`src/rtl/decode_pkg.sv`:
```
// Shared defaults, field-offset helpers and the default decoded entry layout
// for the instruction decode stage.
package decode_pkg;

    localparam int DEF_ILEN   = 16;
    localparam int DEF_OPC_W  = 4;
    localparam int DEF_REG_W  = 3;
    localparam int DEF_IMM_W  = 8;
    localparam int DEF_DATA_W = 16;
    localparam int DEF_SEQ_W  = 8;

    // Fields are packed from the top of the word downwards: opcode, rD, flag, rA, rB.
    function automatic int rd_lsb(input int ilen, input int opc_w, input int reg_w);
        return ilen - opc_w - reg_w;
    endfunction

    function automatic int flag_bit(input int ilen, input int opc_w, input int reg_w);
        return rd_lsb(ilen, opc_w, reg_w) - 1;
    endfunction

    function automatic int ra_lsb(input int ilen, input int opc_w, input int reg_w);
        return flag_bit(ilen, opc_w, reg_w) - reg_w;
    endfunction

    function automatic int rb_lsb(input int ilen, input int opc_w, input int reg_w);
        return ra_lsb(ilen, opc_w, reg_w) - reg_w;
    endfunction

    localparam int DEF_RD_LSB   = rd_lsb(DEF_ILEN, DEF_OPC_W, DEF_REG_W);
    localparam int DEF_FLAG_BIT = flag_bit(DEF_ILEN, DEF_OPC_W, DEF_REG_W);
    localparam int DEF_RA_LSB   = ra_lsb(DEF_ILEN, DEF_OPC_W, DEF_REG_W);
    localparam int DEF_RB_LSB   = rb_lsb(DEF_ILEN, DEF_OPC_W, DEF_REG_W);

    typedef struct packed {
        logic [DEF_OPC_W-1:0]  opcode;
        logic [DEF_REG_W-1:0]  rd;
        logic                  flag;
        logic [DEF_REG_W-1:0]  ra;
        logic [DEF_REG_W-1:0]  rb;
        logic [DEF_DATA_W-1:0] imm;
        logic                  illegal;
        logic [DEF_SEQ_W-1:0]  seq;
    } decoded_t;

endpackage

```
`src/rtl/decode_skid_buf.sv`:
```
// Two-entry valid/ready skid buffer: an output register plus one skid slot,
// giving full throughput while in_ready comes straight from a flop.
module decode_skid_buf
    import decode_pkg::*;
#(
    parameter type T = decoded_t
) (
    input  logic clk,
    input  logic reset,
    input  logic flush,
    input  logic in_valid,
    output logic in_ready,
    input  T     in_data,
    output logic out_valid,
    input  logic out_ready,
    output T     out_data
);

    T     skid_data;
    logic skid_valid;
    logic accept;
    logic out_free;

    assign accept   = in_valid & in_ready & ~flush;
    assign out_free = ~out_valid | out_ready;

    // in_ready is just the registered "skid slot empty"; it can only accept
    // while the skid is empty, so a drain and an accept never coincide.
    always_ff @(posedge clk or posedge reset) begin
        if (reset) begin
            out_valid  <= 1'b0;
            out_data   <= '0;
            skid_valid <= 1'b0;
            skid_data  <= '0;
            in_ready   <= 1'b1;
        end else if (flush) begin
            out_valid  <= 1'b0;
            skid_valid <= 1'b0;
            in_ready   <= 1'b1;
        end else if (out_free) begin
            if (skid_valid) begin
                out_data   <= skid_data;
                out_valid  <= 1'b1;
                skid_valid <= 1'b0;
                in_ready   <= 1'b1;
            end else if (accept) begin
                out_data  <= in_data;
                out_valid <= 1'b1;
            end else begin
                out_valid <= 1'b0;
            end
        end else if (accept) begin
            skid_data  <= in_data;
            skid_valid <= 1'b1;
            in_ready   <= 1'b0;
        end
    end

endmodule

```
`src/rtl/decode_stage.sv`:
```
// Instruction decode stage: field split, immediate extension, legality check
// and sequence tagging, registered through a two-entry skid buffer.
module decode_stage
    import decode_pkg::*;
#(
    parameter int ILEN   = DEF_ILEN,
    parameter int OPC_W  = DEF_OPC_W,
    parameter int REG_W  = DEF_REG_W,
    parameter int IMM_W  = DEF_IMM_W,
    parameter int DATA_W = DEF_DATA_W,
    parameter int SEQ_W  = DEF_SEQ_W,
    parameter logic [(1<<OPC_W)-1:0] LEGAL_MASK = '1,
    parameter logic [(1<<OPC_W)-1:0] SEXT_MASK  = '0
) (
    input  logic              clk,
    input  logic              reset,
    input  logic              flush,
    input  logic              in_valid,
    output logic              in_ready,
    input  logic [ILEN-1:0]   in_inst,
    output logic              out_valid,
    input  logic              out_ready,
    output logic [OPC_W-1:0]  out_opcode,
    output logic [REG_W-1:0]  out_rd,
    output logic              out_flag,
    output logic [REG_W-1:0]  out_ra,
    output logic [REG_W-1:0]  out_rb,
    output logic [DATA_W-1:0] out_imm,
    output logic              out_illegal,
    output logic [SEQ_W-1:0]  out_seq
);

    localparam int RD_LSB   = rd_lsb(ILEN, OPC_W, REG_W);
    localparam int FLAG_BIT = flag_bit(ILEN, OPC_W, REG_W);
    localparam int RA_LSB   = ra_lsb(ILEN, OPC_W, REG_W);
    localparam int RB_LSB   = rb_lsb(ILEN, OPC_W, REG_W);

    typedef struct packed {
        logic [OPC_W-1:0]  opcode;
        logic [REG_W-1:0]  rd;
        logic              flag;
        logic [REG_W-1:0]  ra;
        logic [REG_W-1:0]  rb;
        logic [DATA_W-1:0] imm;
        logic              illegal;
        logic [SEQ_W-1:0]  seq;
    } entry_t;

    entry_t            dec;
    entry_t            out_entry;
    logic [OPC_W-1:0]  opcode;
    logic [DATA_W-1:0] imm_ext;
    logic [SEQ_W-1:0]  seq_cnt;
    logic              accept;

    assign opcode = in_inst[ILEN-1 -: OPC_W];

    if (DATA_W > IMM_W) begin : g_ext
        logic fill;
        assign fill    = SEXT_MASK[opcode] & in_inst[IMM_W-1];
        assign imm_ext = {{(DATA_W-IMM_W){fill}}, in_inst[IMM_W-1:0]};
    end else begin : g_noext
        assign imm_ext = in_inst[IMM_W-1:0];
    end

    always_comb begin
        dec         = '0;
        dec.opcode  = opcode;
        dec.rd      = in_inst[RD_LSB +: REG_W];
        dec.flag    = in_inst[FLAG_BIT];
        dec.ra      = in_inst[RA_LSB +: REG_W];
        dec.rb      = in_inst[RB_LSB +: REG_W];
        dec.imm     = imm_ext;
        dec.illegal = ~LEGAL_MASK[opcode];
        dec.seq     = seq_cnt;
    end

    // The tag advances only on a real accept, so flushed-away offers cost nothing.
    assign accept = in_valid & in_ready & ~flush;

    always_ff @(posedge clk or posedge reset) begin
        if (reset) begin
            seq_cnt <= '0;
        end else if (accept) begin
            seq_cnt <= seq_cnt + 1'b1;
        end
    end

    decode_skid_buf #(.T(entry_t)) u_skid (
        .clk       (clk),
        .reset     (reset),
        .flush     (flush),
        .in_valid  (in_valid),
        .in_ready  (in_ready),
        .in_data   (dec),
        .out_valid (out_valid),
        .out_ready (out_ready),
        .out_data  (out_entry)
    );

    assign out_opcode  = out_entry.opcode;
    assign out_rd      = out_entry.rd;
    assign out_flag    = out_entry.flag;
    assign out_ra      = out_entry.ra;
    assign out_rb      = out_entry.rb;
    assign out_imm     = out_entry.imm;
    assign out_illegal = out_entry.illegal;
    assign out_seq     = out_entry.seq;

endmodule

```
`config.mk`:
```
export PLATFORM = sky130hd
export DESIGN_NAME = decode_stage
export DESIGN_NICKNAME = d
export VERILOG_FILES = /design/src/rtl/decode_pkg.sv /design/src/rtl/decode_skid_buf.sv /design/src/rtl/decode_stage.sv
export SDC_FILE = /design/constraint.sdc
export NUM_CORES = 1
export LEC_CHECK = 0
export BUFFER_PORTS_ARGS = -buffer_cell sky130_fd_sc_hd__buf_2
export CAP_MARGIN = 15
export CORE_UTILIZATION = 40
export CTS_CLUSTER_DIAMETER = 150
export DETAILED_ROUTE_END_ITERATION = 10
export SYNTH_ARGS = -nofsm -noshare
export SYNTH_HDL_FRONTEND = slang
export SYNTH_SLANG_ARGS = --single-unit
```
`constraint.sdc`:
```
create_clock -name clk -period 5.1 [get_ports clk]
set_input_delay 0.51 -clock clk [delete_from_list [all_inputs] [get_ports clk]]
set_output_delay 0.51 -clock clk [all_outputs]
set_load 0.005 [all_outputs]
```
==> impl_metrics.yaml <==
critical_path:
  crit_type: "flop to flop"
  setup.worst_path.start_class: "flop"
  reg2reg_from: "u_skid.skid_valid"
  r2r_slack_ns: 2.83
  startpoint: "u_skid.skid_valid"
  cp_max_fo: 26
  critPathRequiredTime_ns: 5.31
  end_kind: "flop"
  arrival_ns: 2.48
power:
  ir_worst_vdd_mv: 0.263
  pwr-share-seq: 0.528
  p_sw_w: 0.000330
  p_per_area_nw_per_um2: 413
  report.power.total_w: 0.00127
  p_sw_frac: 0.260
  power.share.clock: 0.267
  pwr-share-comb: 0.205
  p_leak_nw: 1.45
  p_int_w: 0.000941
place:
  dp_hpwl_um: 2770
  gp_congestion: 0.690
  io_buffers: 52
  dp_cells: 301
drt:
  vias: 1531
  drt_iter0_markers: 62
  vias_per_cell: 4.88
  antenna_left: 0
  wl_per_cell_um: 13.6
  first_pass_iters: 7
  routed_wl_um: 4290
  drc: 10
timing:
  slew_headroom: 0.257
  fin_crit_sh: 0.444
  max_freq_ghz: 0.441
  min_period_ns: 2.27
  tightest_slew_ns: 1.12
  finalHoldViolCount: 0
  fin_skew_ns: 0.00292
  setup-tns-final_ns: 0
  setup_viol: 0
  slew_violations: 0
  rsz0062_at_grt: "false"
clocking:
  cts_made_buffers: 9
  cts_max_level: 3
  clk_pin_slew_ns: 0.06
  clock_path_buffers: 2
  cts_resized: 0
  tritoncts: "built"
  post_cts_buffers: 0
  ctsRootBufferMaster: "clkbuf_8"
  cts_hold_buf: 0
  clk_latency_ns: 0.32
  cts.sink_count: 59
outcome:
  violations: "design-rule violations"
  outcome: "complete, but fails checks"
final_layout:
  antennaDiodeCount: 0
  fin_util: 0.479
  stdcell_count: 314
  fill_cells: 596
  drive_gt1_frac: 0.599
  area_delta_synth_final_pct: 13.9
  final_nets: 257
synthesis:
  synth_warnings: 0
  syn-instance-count: 184
  syn_avg_cell_area_um2: 14.7
  yosysTopAreaCell: "dfrtp_1"
  async_flop_share: 1.00
  synth_seq_cells: 59
  synth_edf_count: 0
  synthesis.area_um2: 2700
  synth_top_area_frac: 0.537
  yosysUniqueCellTypes: 29
  yosys-top-cells-area: "dfrtp_1 (54%), mux2_2 (29%), buf_4 (4.2%), xor2_1 (1.3%), buf_6 (1.2%)"
  synth_flop_cell: "dfrtp_1"
  seq_area_frac_synth: 0.547
job:
  cap_violations: 0
die:
  pin_count: 62
  core_area_um2: 6420
  die_w_um: 84.2
  die_y_um: 84.2
  num_rows: 29
  initial_core_util: 0.421
  dieArea_um2: 7090
min_path:
  hold_path_class: "primary input to async pin"
global_routing:
  grt_start_max_net_pins: 60
  gr-total-overflow: 0
  antenna_found_initial: 0
  grt_pass1_wl_um: 7530
  grt_usage: 0.139
  grt_pass1_vias: 1598
## cell type report
cell class	instances	area, µm²	share of cell area
clock buffers	13	149	0.0484
multi-input cells	110	1080	0.350
well taps	77	96.3	0.0313
flip-flops and latches	59	1480	0.480
repair buffers	54	275	0.0894
inverters	1	3.75	0.00122
## cell usage after synthesis (2+ instances only)
library cell	count
mux2_2	70
dfrtp_1	58
buf_4	15
xor2_1	4
buf_2	3
buf_6	3
nand3_1	3
nor3_1	3
xnor2_1	3
mux2_4	2
nand2b_1	2
## worst paths after layout
kind,cells after the start,to
worst min register to register,1,u_skid.skid_data[37]
worst min-delay path,3,u_skid.out_data[31]
min in group clk,2,u_skid.skid_data[37]
worst max register to register,4,u_skid.out_data[28]
max in group asynchronous,3,u_skid.out_data[38]
worst max-delay path,4,u_skid.out_data[28]
## metrics by stage
step           hold WS, ns  area (µm²)  setup WS, ns
2_1_floorplan        0.452        2730          3.14
3_3_place_gp         0.468        2930          2.80
3_5_place_dp         0.477        2930          2.75
4_1_cts              0.401        3080          2.77
5_1_grt              0.402        3080          2.65
6_report             0.389        3080          2.83
## cells by family (layout without fill, tap and decap cells)
family,Yosys count,count (layout),share of synthesized area
muxes,73,73,0.307
AOI/OAI and AO/OA,3,3,0.00740
buffers and inverters,23,68,0.0662
and+or+nand+nor,17,17,0.0444
adders and majority gates,1,1,0.00463
other,1,9,0.00139
xor gates and xnor gates,7,7,0.0227
DFF,59,59,0.547
## power groups by stage
stage | combinational, W | sequential, W | clock [W]
2_1_floorplan | 0.000192 | 0.000668 | 0
3_3_place_gp | 0.000260 | 0.000676 | 0
3_5_place_dp | 0.000267 | 0.000681 | 0
4_1_cts | 0.000267 | 0.000673 | 0.000353
5_1_grt | 0.000292 | 0.000690 | 0.000370
6_report | 0.000261 | 0.000671 | 0.000339
## layer usage
metal	track usage	up-vias	routed length, µm
met5	0	-	0
met4	0.0329	0	8
met3	0.0688	2	280
met2	0.221	46	2050
met1	0.170	758	1940
li1	-	725	-
## worst max-delay path, cell delays in order, from the launching register on
cell	delay, ns
dfrtp_1	1.08
a21oi_2	0.12
nor3b_4	0.21
buf_4	0.35
mux2_2	0.38
## registers in the layout (all words and copies together) (netlist names)
register and count:
u_skid.skid_data 24, u_skid.in_ready 1, u_skid.out_valid 1, seq_cnt 8
u_skid.out_data 24, u_skid.skid_valid 1
## cells in the final DEF, fill, tap and decap left out, drive strengths merged
cell type  netlist  layout
a21oi            2       2
and3             1       1
and4b            1       1
buf             21      54
clkbuf           1      13
conb             1       9
dfrtp           58      58
dfstp            1       1
ha               1       1
inv              1       1
mux2            73      73
nand2            1       1
nand2b           2       2
nand3            3       3
nand3b           1       1
nand4            1       1
nor2             2       2
nor2b            1       1
nor3             3       3
nor3b            1       1
o22ai            1       1
xnor2            3       3
xor2             4       4
No activity file was read; power rests on OpenSTA's default activity.
